--- src/rtl/console_arb_pkg.sv ---
// Shared types and constants for the line-granular console arbiter.
package console_arb_pkg;

    typedef enum logic [1:0] {
        IDLE  = 2'd0,
        OWN_A = 2'd1,
        OWN_B = 2'd2
    } arb_state_t;

    localparam logic [6:0] CONSOLE_NEWLINE = 7'h0a;
    localparam logic       PORT_A          = 1'b0;
    localparam logic       PORT_B          = 1'b1;

endpackage

--- src/rtl/console_arbiter.sv ---
// Shares one 7-bit console transmit stream between two producers, granting a whole
// line at a time; released on newline, MAXLINE bytes, or owner idle timeout.
module console_arbiter
    import console_arb_pkg::*;
#(
    parameter int LGTIMEOUT = 10,
    parameter int MAXLINE   = 80
) (
    input  logic       i_clk,
    input  logic       i_rst,
    input  logic       i_a_stb,
    input  logic [6:0] i_a_data,
    output logic       o_a_busy,
    input  logic       i_b_stb,
    input  logic [6:0] i_b_data,
    output logic       o_b_busy,
    output logic       o_console_stb,
    output logic [6:0] o_console_data,
    input  logic       i_console_busy,
    output logic [1:0] o_grant
);

    localparam int            IW         = LGTIMEOUT + 1;
    localparam logic [IW-1:0] IDLE_LIMIT = IW'(2 ** LGTIMEOUT);
    localparam logic [7:0]    LINE_LIMIT = 8'(MAXLINE);

    arb_state_t    state_q, state_d;
    logic          last_q, last_d;
    logic [6:0]    line_cnt_q, line_cnt_d;
    logic [IW-1:0] idle_cnt_q, idle_cnt_d;
    logic [1:0]    grant_q, grant_d;

    logic          own_stb;
    logic [6:0]    own_data;
    logic          accept;
    logic          line_done;
    logic          timed_out;

    always_comb begin
        state_d        = state_q;
        last_d         = last_q;
        line_cnt_d     = line_cnt_q;
        idle_cnt_d     = idle_cnt_q;
        own_stb        = 1'b0;
        own_data       = 7'h00;
        accept         = 1'b0;
        line_done      = 1'b0;
        timed_out      = 1'b0;
        o_console_stb  = 1'b0;
        o_console_data = 7'h00;
        o_a_busy       = 1'b1;
        o_b_busy       = 1'b1;

        case (state_q)
            IDLE: begin
                line_cnt_d = 7'd0;
                idle_cnt_d = '0;
                // On a tie the port that did not own last time wins.
                if (i_a_stb && (!i_b_stb || last_q == PORT_B)) begin
                    state_d = OWN_A;
                    last_d  = PORT_A;
                end else if (i_b_stb) begin
                    state_d = OWN_B;
                    last_d  = PORT_B;
                end
            end
            OWN_A: begin
                own_stb  = i_a_stb;
                own_data = i_a_data;
                o_a_busy = i_console_busy;
            end
            OWN_B: begin
                own_stb  = i_b_stb;
                own_data = i_b_data;
                o_b_busy = i_console_busy;
            end
            default: state_d = IDLE;
        endcase

        if (state_q == OWN_A || state_q == OWN_B) begin
            o_console_stb  = own_stb;
            o_console_data = own_data;
            accept         = own_stb && !i_console_busy;
            line_cnt_d     = line_cnt_q + 7'(accept);
            // A strobing owner stalled by the sink is still active, so only a low
            // strobe counts toward the idle timeout.
            idle_cnt_d     = own_stb ? '0 : idle_cnt_q + 1'b1;
            line_done      = accept && (own_data == CONSOLE_NEWLINE ||
                                        ({1'b0, line_cnt_q} + 8'd1) == LINE_LIMIT);
            timed_out      = !own_stb && (idle_cnt_q + 1'b1) == IDLE_LIMIT;
            if (line_done || timed_out) begin
                state_d = IDLE;
            end
        end

        case (state_d)
            OWN_A:   grant_d = 2'b01;
            OWN_B:   grant_d = 2'b10;
            default: grant_d = 2'b00;
        endcase
    end

    always_ff @(posedge i_clk) begin
        if (i_rst) begin
            state_q    <= IDLE;
            last_q     <= PORT_B;
            line_cnt_q <= 7'd0;
            idle_cnt_q <= '0;
            grant_q    <= 2'b00;
        end else begin
            state_q    <= state_d;
            last_q     <= last_d;
            line_cnt_q <= line_cnt_d;
            idle_cnt_q <= idle_cnt_d;
            grant_q    <= grant_d;
        end
    end

    assign o_grant = grant_q;

endmodule

--- config.mk ---
export PLATFORM = sky130hd
export DESIGN_NAME = console_arbiter
export DESIGN_NICKNAME = d
export VERILOG_FILES = /design/src/rtl/console_arb_pkg.sv /design/src/rtl/console_arbiter.sv
export SDC_FILE = /design/constraint.sdc
export NUM_CORES = 1
export LEC_CHECK = 0
export ABC_AREA = 1
export CORE_MARGIN = 2
export CORE_UTILIZATION = 45
export DETAILED_ROUTE_END_ITERATION = 7
export PLACE_DENSITY = 0.75
export SYNTH_ARGS = -nofsm -noshare
export SYNTH_HDL_FRONTEND = slang
export SYNTH_SLANG_ARGS = --single-unit
--- constraint.sdc ---
create_clock -name i_clk -period 3.35 [get_ports i_clk]
set_input_delay 0.5025 -clock i_clk [delete_from_list [all_inputs] [get_ports i_clk]]
set_output_delay 0.5025 -clock i_clk [all_outputs]
set_load 0.02 [all_outputs]
# After elaboration in Yosys (flattened, before gate mapping)
# Index checks and enable logic that the tools add are counted.
# op_classes
add_sub_neg	3
eq_ne	7
mux	19
reduce_logical	16
# op_table
operator	count
2-to-1 mux 11 bit	3
2-to-1 mux 7 bit	3
case mux 7 bit (2 select lines)	1
adder 11 x 1 -> 11 bit, second input constant	1
== test 11 bit, second input constant	1
adder 7 x 1 -> 8 bit, second input constant	1
== test 8 x 7 -> 1 bit, second input constant	1
2-to-1 mux 2 bit	4
case mux 2 bit (2 select lines)	2
adder 7 x 1 -> 7 bit	1
== test 7 x 4 -> 1 bit, second input constant	1
2-to-1 mux 1 bit	5
== test 2 x 1 -> 1 bit, second input constant	2
== test 2 bit, second input constant	2
logical AND 1 bit	4
logical OR 1 bit	4
nonzero test 2 bit	2
zero test 1 bit	3
zero test 2 bit	1
case mux 1 bit (2 select lines)	1
AND reduction 2 bit	1
OR reduction 2 bit	1
# word_totals
reg_bits	23
inputBits	19
output_inout_bits	12

# Logic depth before layout (Yosys ltp)
# Gate-level depths: netlist of run 1.
# logic_depth
word_depth	10
depth_mapped	15

# Worst setup path after synthesis of run 1
# Ideal clock, no wire load.
# synth_timing
kind	register to register
startpoint	register state_q[0]
endpoint	register line_cnt_q[6]
setup_ns	0.119
arrival_ns	1.972
required_time_ns	3.231
setup_slack_ns	1.259
stages_incl_launch_ff	12
synth_period_minus_slack_ns	2.091
cell_sequence	dfxtp_1 > inv_1 > ha_1 > inv_1 > nor3_1 > ha_1 > ha_1 > nand3_1 > nor3_1 > inv_1 > o21ai_1 > a21oi_1
# synth_between
elab_chain_len	5
elab_cells_between_ends	9
# synth_lines
item	line	source
from (decl)	console_arbiter.sv:27	arb_state_t state_q, state_d;
from (signal assigned)	console_arbiter.sv:111	state_q <= state_d;
== test 2 bit / == test 2 x 1 -> 1 bit (equally long branches)	console_arbiter.sv:54, console_arbiter.sv:80	
case mux 1 bit (2 select lines)	console_arbiter.sv:54	case (state_q)
logical AND 1 bit	console_arbiter.sv:83	accept = own_stb && !i_console_busy;
adder 7 x 1 -> 7 bit	console_arbiter.sv:84	line_cnt_d = line_cnt_q + 7'(accept);
2-to-1 mux 7 bit	console_arbiter.sv:80	if (state_q == OWN_A || state_q == OWN_B) begin
to (signal assigned)	console_arbiter.sv:113	line_cnt_q <= line_cnt_d;
to (decl)	console_arbiter.sv:29	logic [6:0] line_cnt_q, line_cnt_d;
# Parallel ways exist; a longest one is shown, timed or not.
# A chain may end at the register's enable or synchronous reset.

# Worst setup path after layout of run 1
# layout_timing
startpoint	register state_q[0]
endpoint	output port o_console_stb
# layout_between
elab_chain_len	3
elab_cells_between_ends	5
# layout_lines
item	line	source
== test 2 bit / == test 2 x 1 -> 1 bit (equally long branches)	console_arbiter.sv:54, console_arbiter.sv:80	
case mux 1 bit (2 select lines) / logical OR 1 bit (equally long branches)	console_arbiter.sv:54, console_arbiter.sv:80	
2-to-1 mux 1 bit *	console_arbiter.sv:80	
to (decl)	console_arbiter.sv:17	output logic o_console_stb,
# Every way passes the cells marked *; elsewhere a longest branch is shown, timed or not.

==> metrics.cfg, run 1 <==
[run_status]
outcome=complete, no violations

[drt]
avgViaCountPerCell=4.788
wl_met2_microns=1457
highest_layer=met4
wl_met3_microns=77
drc=0
routed_wl_microns=3215
drtPass1Iterations=4
postRouteAntennaNets=0
wl_met1_microns=1663
drtIter0Drc=108
wl_per_cell_microns=10.17
num_vias=1513

[pwr]
p_leak_nw=0.7829
p_int_mw=0.4014
pwr-share-comb_pct=28.9
p_switching_mw=0.1912
total_power_mw=0.5927
vdd_drop_max_mv=0.1733
netSwitchingFraction_pct=32.26
power_frac_seq_pct=49.8
pwr-share-clk_pct=21.3
pwr_density_cell_nw_per_um2=320.5

[layout]
drive_gt1_share_pct=4.412
utilization_pct=59.60
antenna_cells=0
layout_commonest_cell=nand2_1
nNetsFinal=300
final_area_sq_um=1849
layout_common_cells=79 x nand2_1, 39 x inv_1, 30 x clkdlybuf4s50_1
area_growth_pct=24.20

[floorplanning]
dieArea_sq_um=3785
rows=20
ios=31
fp.dieW_microns=61.52
coreArea_sq_um=3103
initial_core_util_pct=47.98
die_h_microns=61.52

[sta]
setup_viol_count_final=0
fin_tns_setup_ns=0
relSlewSlack_pct=53.93
rsz0062_at_grt=false
skew_ns=0.003844
finalHoldViolCount=0
finalCriticalPeriod_ns=2.712
finalCritPeriodShare_pct=80.97
worst_slew_pin_slew_ns=0.6889
slew_violations=0
timing.fmax_ghz=0.3687

[setup_path]
reg2reg_to=line_cnt_q[6]$_SDFFE_PP0P_
crit_end=o_console_stb
worstPathArrival_ns=2.21
crit_path_cell_trace=inv_1 > ha_1 > inv_1 > a21oi_1 > clkdlybuf4s50_1
reg2regPathDepth=11
worst_setup_path_end_kind=output pin
cp_data_required_time_ns=2.85
cp_slowest_cell=clkdlybuf4s50_1
cp_max_fo=9
path_class=flop to output pin
cpPeakStageDelay_ns=0.64
crit-reg2reg-launch=state_q[0]$_SDFF_PP0_
timing.critical_path.buf_inv=3
start_kind=flop
rrSetupSlack_ns=0.90
cp_top_family=buffers and inverters
cp-startpoint=state_q[0]$_SDFF_PP0_
cpMostUsedCell=inv_1
cp.depth=5

[place]
placed_area_sq_um=1823
portBuffers=30
place.detailed.hpwl_microns=2502
place.gp.congestion=0.8389

[grt]
grt_max_degree=18
grt_pass1_wl_microns=5354
grt_use_total_pct=18.51
antenna_found_initial=0
grt_pass1_vias=1261
grt_overflow=0

[synth]
netlist.area_leader.share_pct=30.92
syn-instance-count=243
avgSynthCellArea_sq_um=6.127
ys_types=26
synth-seq-cells=23
ys.warnings.count=0
synth_seq_area_share_pct=30.92
syn_area_sq_um=1489
synth_nets=270
synth_top_area_cell=dfxtp_1
synth.area.top_cells=dfxtp_1 31%, nand2_1 20%, inv_1 9.8%, a21oi_1 6.7%, ha_1 6.7%

[clock_network]
clock-root-buffer=clkbuf_4
tritoncts=built
numCtsBuffers=3
numClockSinks=23
clk_path_buf_depth=2
htreeDepth=1
post-cts-setup-buffers=0
clkTransAtPathRegs_ns=0.12
post_cts_resized=0
worstSkewPairLatency_ns=0.31
cts-hold-fix-buffers=0

[job]
maxCapViolCount=0

[min_path]
min_path_type=flop to flop

==> kinds of logic after synthesis <==
group / synth area share, %
fa+ha+maj: 6.723
xor+xnor: 1.093
compound gates: 11.77
flops: 30.92
buf+inv: 12.27
simple gates: 37.23
==> metal layers <==
layer / vias to the layer above / track usage [%]
met5: - / 0
met4: 0 / 4.255
met3: 2 / 4.412
met2: 16 / 28.87
met1: 674 / 25.89
li1: 821 / -
==> registers in the layout, summed over array words and instances (netlist names) <==
name	flops
o_grant	2
line_cnt_q	7
last_q	1
idle_cnt_q	11
state_q	2
==> final cells by class <==
cell class | instances | area [sq um]
Fill cell | 313 | 1254
Timing Repair Buffer | 30 | 300.3
Tap cell | 44 | 55.05
Multi-Input combinational cell | 172 | 845.8
Sequential cell | 23 | 460.4
Inverter | 43 | 161.4
Clock buffer | 4 | 26.28
==> through the flow <==
stage	hold WS (ns)	cells	setup slack, ns
after floorplan	0.4584	243	1.259
after global placement	0.4765	312	0.8745
after detailed placement	0.4779	312	0.8125
after CTS	0.4964	316	0.6243
after global routing	0.5177	316	0.4877
final	0.4916	316	0.6376
==> Yosys cell counts (all sizes together) <==
cell type and instances:
a211oi 1, a21oi 20, a221o 1, a2bb2oi 1
buf 2, clkbuf 3, dfxtp 23, ha 8
inv 43, nand2 80, nand3 18, nand3b 1
nand4 4, nor2 22, nor3 5, o21ai 7
o21bai 1, o22ai 1, or2 1, xnor2 1
==> power groups by stage <==
| stage | Clock (mW) | Sequential (mW) | Combinational [mW] |
|---|---|---|---|
| after floorplan | 0 | 0.303 | 0.103 |
| after global placement | 0 | 0.301 | 0.171 |
| after detailed placement | 0 | 0.302 | 0.170 |
| after CTS | 0.135 | 0.295 | 0.171 |
| after global routing | 0.146 | 0.297 | 0.190 |
| final | 0.126 | 0.295 | 0.171 |
==> worst min-delay path, delay by kind of cell (launching register included) <==
kind	cells	cell delay [ns]
compound gates	1	0.05
flops	1	0.34
simple gates	1	0.06
==> worst min-delay path by stage <==
stage,end,slack (ns),cells after the start,startpoint
detailed placement,idle_cnt_q[8]$_SDFFE_PP0P_,0.48,2,idle_cnt_q[8]$_SDFFE_PP0P_
global route,line_cnt_q[1]$_SDFFE_PP0P_,0.52,2,line_cnt_q[1]$_SDFFE_PP0P_
CTS,idle_cnt_q[8]$_SDFFE_PP0P_,0.50,2,idle_cnt_q[8]$_SDFFE_PP0P_
finish,idle_cnt_q[8]$_SDFFE_PP0P_,0.49,2,idle_cnt_q[8]$_SDFFE_PP0P_
global placement,idle_cnt_q[8]$_SDFFE_PP0P_,0.48,2,idle_cnt_q[8]$_SDFFE_PP0P_
floorplan,idle_cnt_q[8]$_SDFFE_PP0P_,0.46,2,idle_cnt_q[8]$_SDFFE_PP0P_
Power figures use the tool's default switching activity.
==> inputs of run 2 (changes only) <==
--- a/config.mk
+++ b/config.mk
@@ -9,7 +9,7 @@
 export CORE_MARGIN = 2
 export CORE_UTILIZATION = 45
 export DETAILED_ROUTE_END_ITERATION = 7
-export PLACE_DENSITY = 0.75
+export PLACE_DENSITY = 0.77
 export SYNTH_ARGS = -nofsm -noshare
 export SYNTH_HDL_FRONTEND = slang
 export SYNTH_SLANG_ARGS = --single-unit
==> constraint.sdc (replaced) <==
create_clock -name i_clk -period 2.3 [get_ports i_clk]
set_input_delay 0.345 -clock i_clk [delete_from_list [all_inputs] [get_ports i_clk]]
set_output_delay 0.345 -clock i_clk [all_outputs]
set_load 0.02 [all_outputs]
==> run 2 against run 1 <==
Against the previous run: clock skew fell by 0.00095 ns; final cell count rose by 1.9%; via count rose by 2.8%; global-route usage rose by 1.8 points; setup slack got worse by 0.51 ns; critical path type unchanged; cell area rose by 3.7%; sequential share of layout area fell by 0.75 points; flip-flop and latch count did not move; utilization rose by 2.2 points; largest power group unchanged; sequential power rose by 46%.
==> metrics.cfg, run 2 (synthesized netlist as in run 1, its figures left out) <==
[run_status]
outcome=complete, no violations

[place]
place.detailed.hpwl_microns=2572
placed_area_sq_um=1868
place.gp.congestion=0.8422
portBuffers=30

[sta]
slew_violations=0
skew_ns=0.002897
rsz0062_at_grt=false
relSlewSlack_pct=63.66
setup_viol_count_final=0
finalCriticalPeriod_ns=2.170
finalCritPeriodShare_pct=94.36
fin_tns_setup_ns=0
timing.fmax_ghz=0.4608
worst_slew_pin_slew_ns=0.5451
finalHoldViolCount=0

[setup_path]
worstPathArrival_ns=1.83
path_class=flop to output pin
cp_data_required_time_ns=1.96
start_kind=flop
cp_max_fo=8
worst_setup_path_end_kind=output pin

[grt]
grt_pass1_wl_microns=5927
antenna_found_initial=0
grt_max_degree=17
grt_overflow=0
grt_use_total_pct=20.27
grt_pass1_vias=1436

[layout]
drive_gt1_share_pct=9.712
layout_commonest_cell=nand2_1
utilization_pct=61.77
largest-register=idle_cnt_q
largest_reg_flops=11
reg.largest.list=idle_cnt_q x11, line_cnt_q x7
antenna_cells=0
layout_common_cells=79 x nand2_1, 37 x inv_1, 22 x clkdlybuf4s50_1
area_growth_pct=28.74
nNetsFinal=306
final_area_sq_um=1917

[pwr]
pwr_density_cell_nw_per_um2=464.2
p_leak_nw=0.8397
total_power_mw=0.8897
vdd_drop_max_mv=0.3993

[floorplanning]
fp.dieW_microns=61.52
die_h_microns=61.52
ios=31
dieArea_sq_um=3785
rows=20
initial_core_util_pct=47.98
coreArea_sq_um=3103

[drt]
drtIter0Drc=74
routed_wl_microns=3398
avgViaCountPerCell=4.832
drtPass1Iterations=5
drc=0
wl_per_cell_microns=10.55
num_vias=1556
postRouteAntennaNets=0

[clock_network]
clkTransAtPathRegs_ns=0.13
numCtsBuffers=3
tritoncts=built
numClockSinks=23
clock-root-buffer=clkbuf_4
clk_path_buf_depth=2
htreeDepth=1
worstSkewPairLatency_ns=0.31
cts-hold-fix-buffers=0

[min_path]
min_path_type=flop to flop

[job]
maxCapViolCount=0

run 2: final timing paths:
path	from	endpoint	slack (ns)	cells past startpoint
setup / recovery	state_q[0]$_SDFF_PP0_	o_b_busy	0.13	5
hold / removal	idle_cnt_q[8]$_SDFFE_PP0P_	idle_cnt_q[8]$_SDFFE_PP0P_	0.49	2
setup reg to reg	state_q[0]$_SDFF_PP0_	line_cnt_q[6]$_SDFFE_PP0P_	0.22	11
hold reg to reg	idle_cnt_q[8]$_SDFFE_PP0P_	idle_cnt_q[8]$_SDFFE_PP0P_	0.49	2
run 2: layout make-up:
cell class	instances	area, sq um
Fill cell	330	1186
Timing Repair Buffer	36	337.8
Multi-Input combinational cell	172	873.3
Clock buffer	4	26.28
Sequential cell	23	462.9
Tap cell	44	55.05
Inverter	43	161.4
run 2: power by group:
group	switching [mW]	internal, mW	total (mW)	leakage, nW
logic	0.153	0.115	0.268	0.638
registers	0.0165	0.415	0.432	0.187
clock network	0.122	0.0677	0.190	0.0150
run 2: routing by layer:
layer | wire length (microns) | vias to the layer above | GRT usage, %
met2 | 1610 | 23 | 33.68
li1 | - | 827 | -
met5 | 0 | - | 0
met3 | 110 | 4 | 4.412
met1 | 1644 | 702 | 27.25
met4 | 34 | 0 | 3.647
run 2: repair_timing:
action	4_1_cts	5_1_grt
endpoints found under the setup margin	9	8
setup buffers	0	0
gates resized for setup	9	10
pin swaps	0	1
run 2: critical path, stage by stage, from the launching register on:
cell	delay, ns
dfxtp_2	0.39
inv_2	0.07
ha_1	0.21
buf_4	0.17
nand2_1	0.07
clkdlybuf4s50_1	0.60
run 2: metrics by stage:
stage               worst slack, ns  cells  hold WS [ns]
finish                       0.1298    322        0.4901
detailed placement         -0.08462    318        0.4766
global placement            0.02401    318        0.4765
global route                0.03709    322        0.5289
floorplan                    0.2092    243        0.4584
CTS                         0.03297    322        0.4965
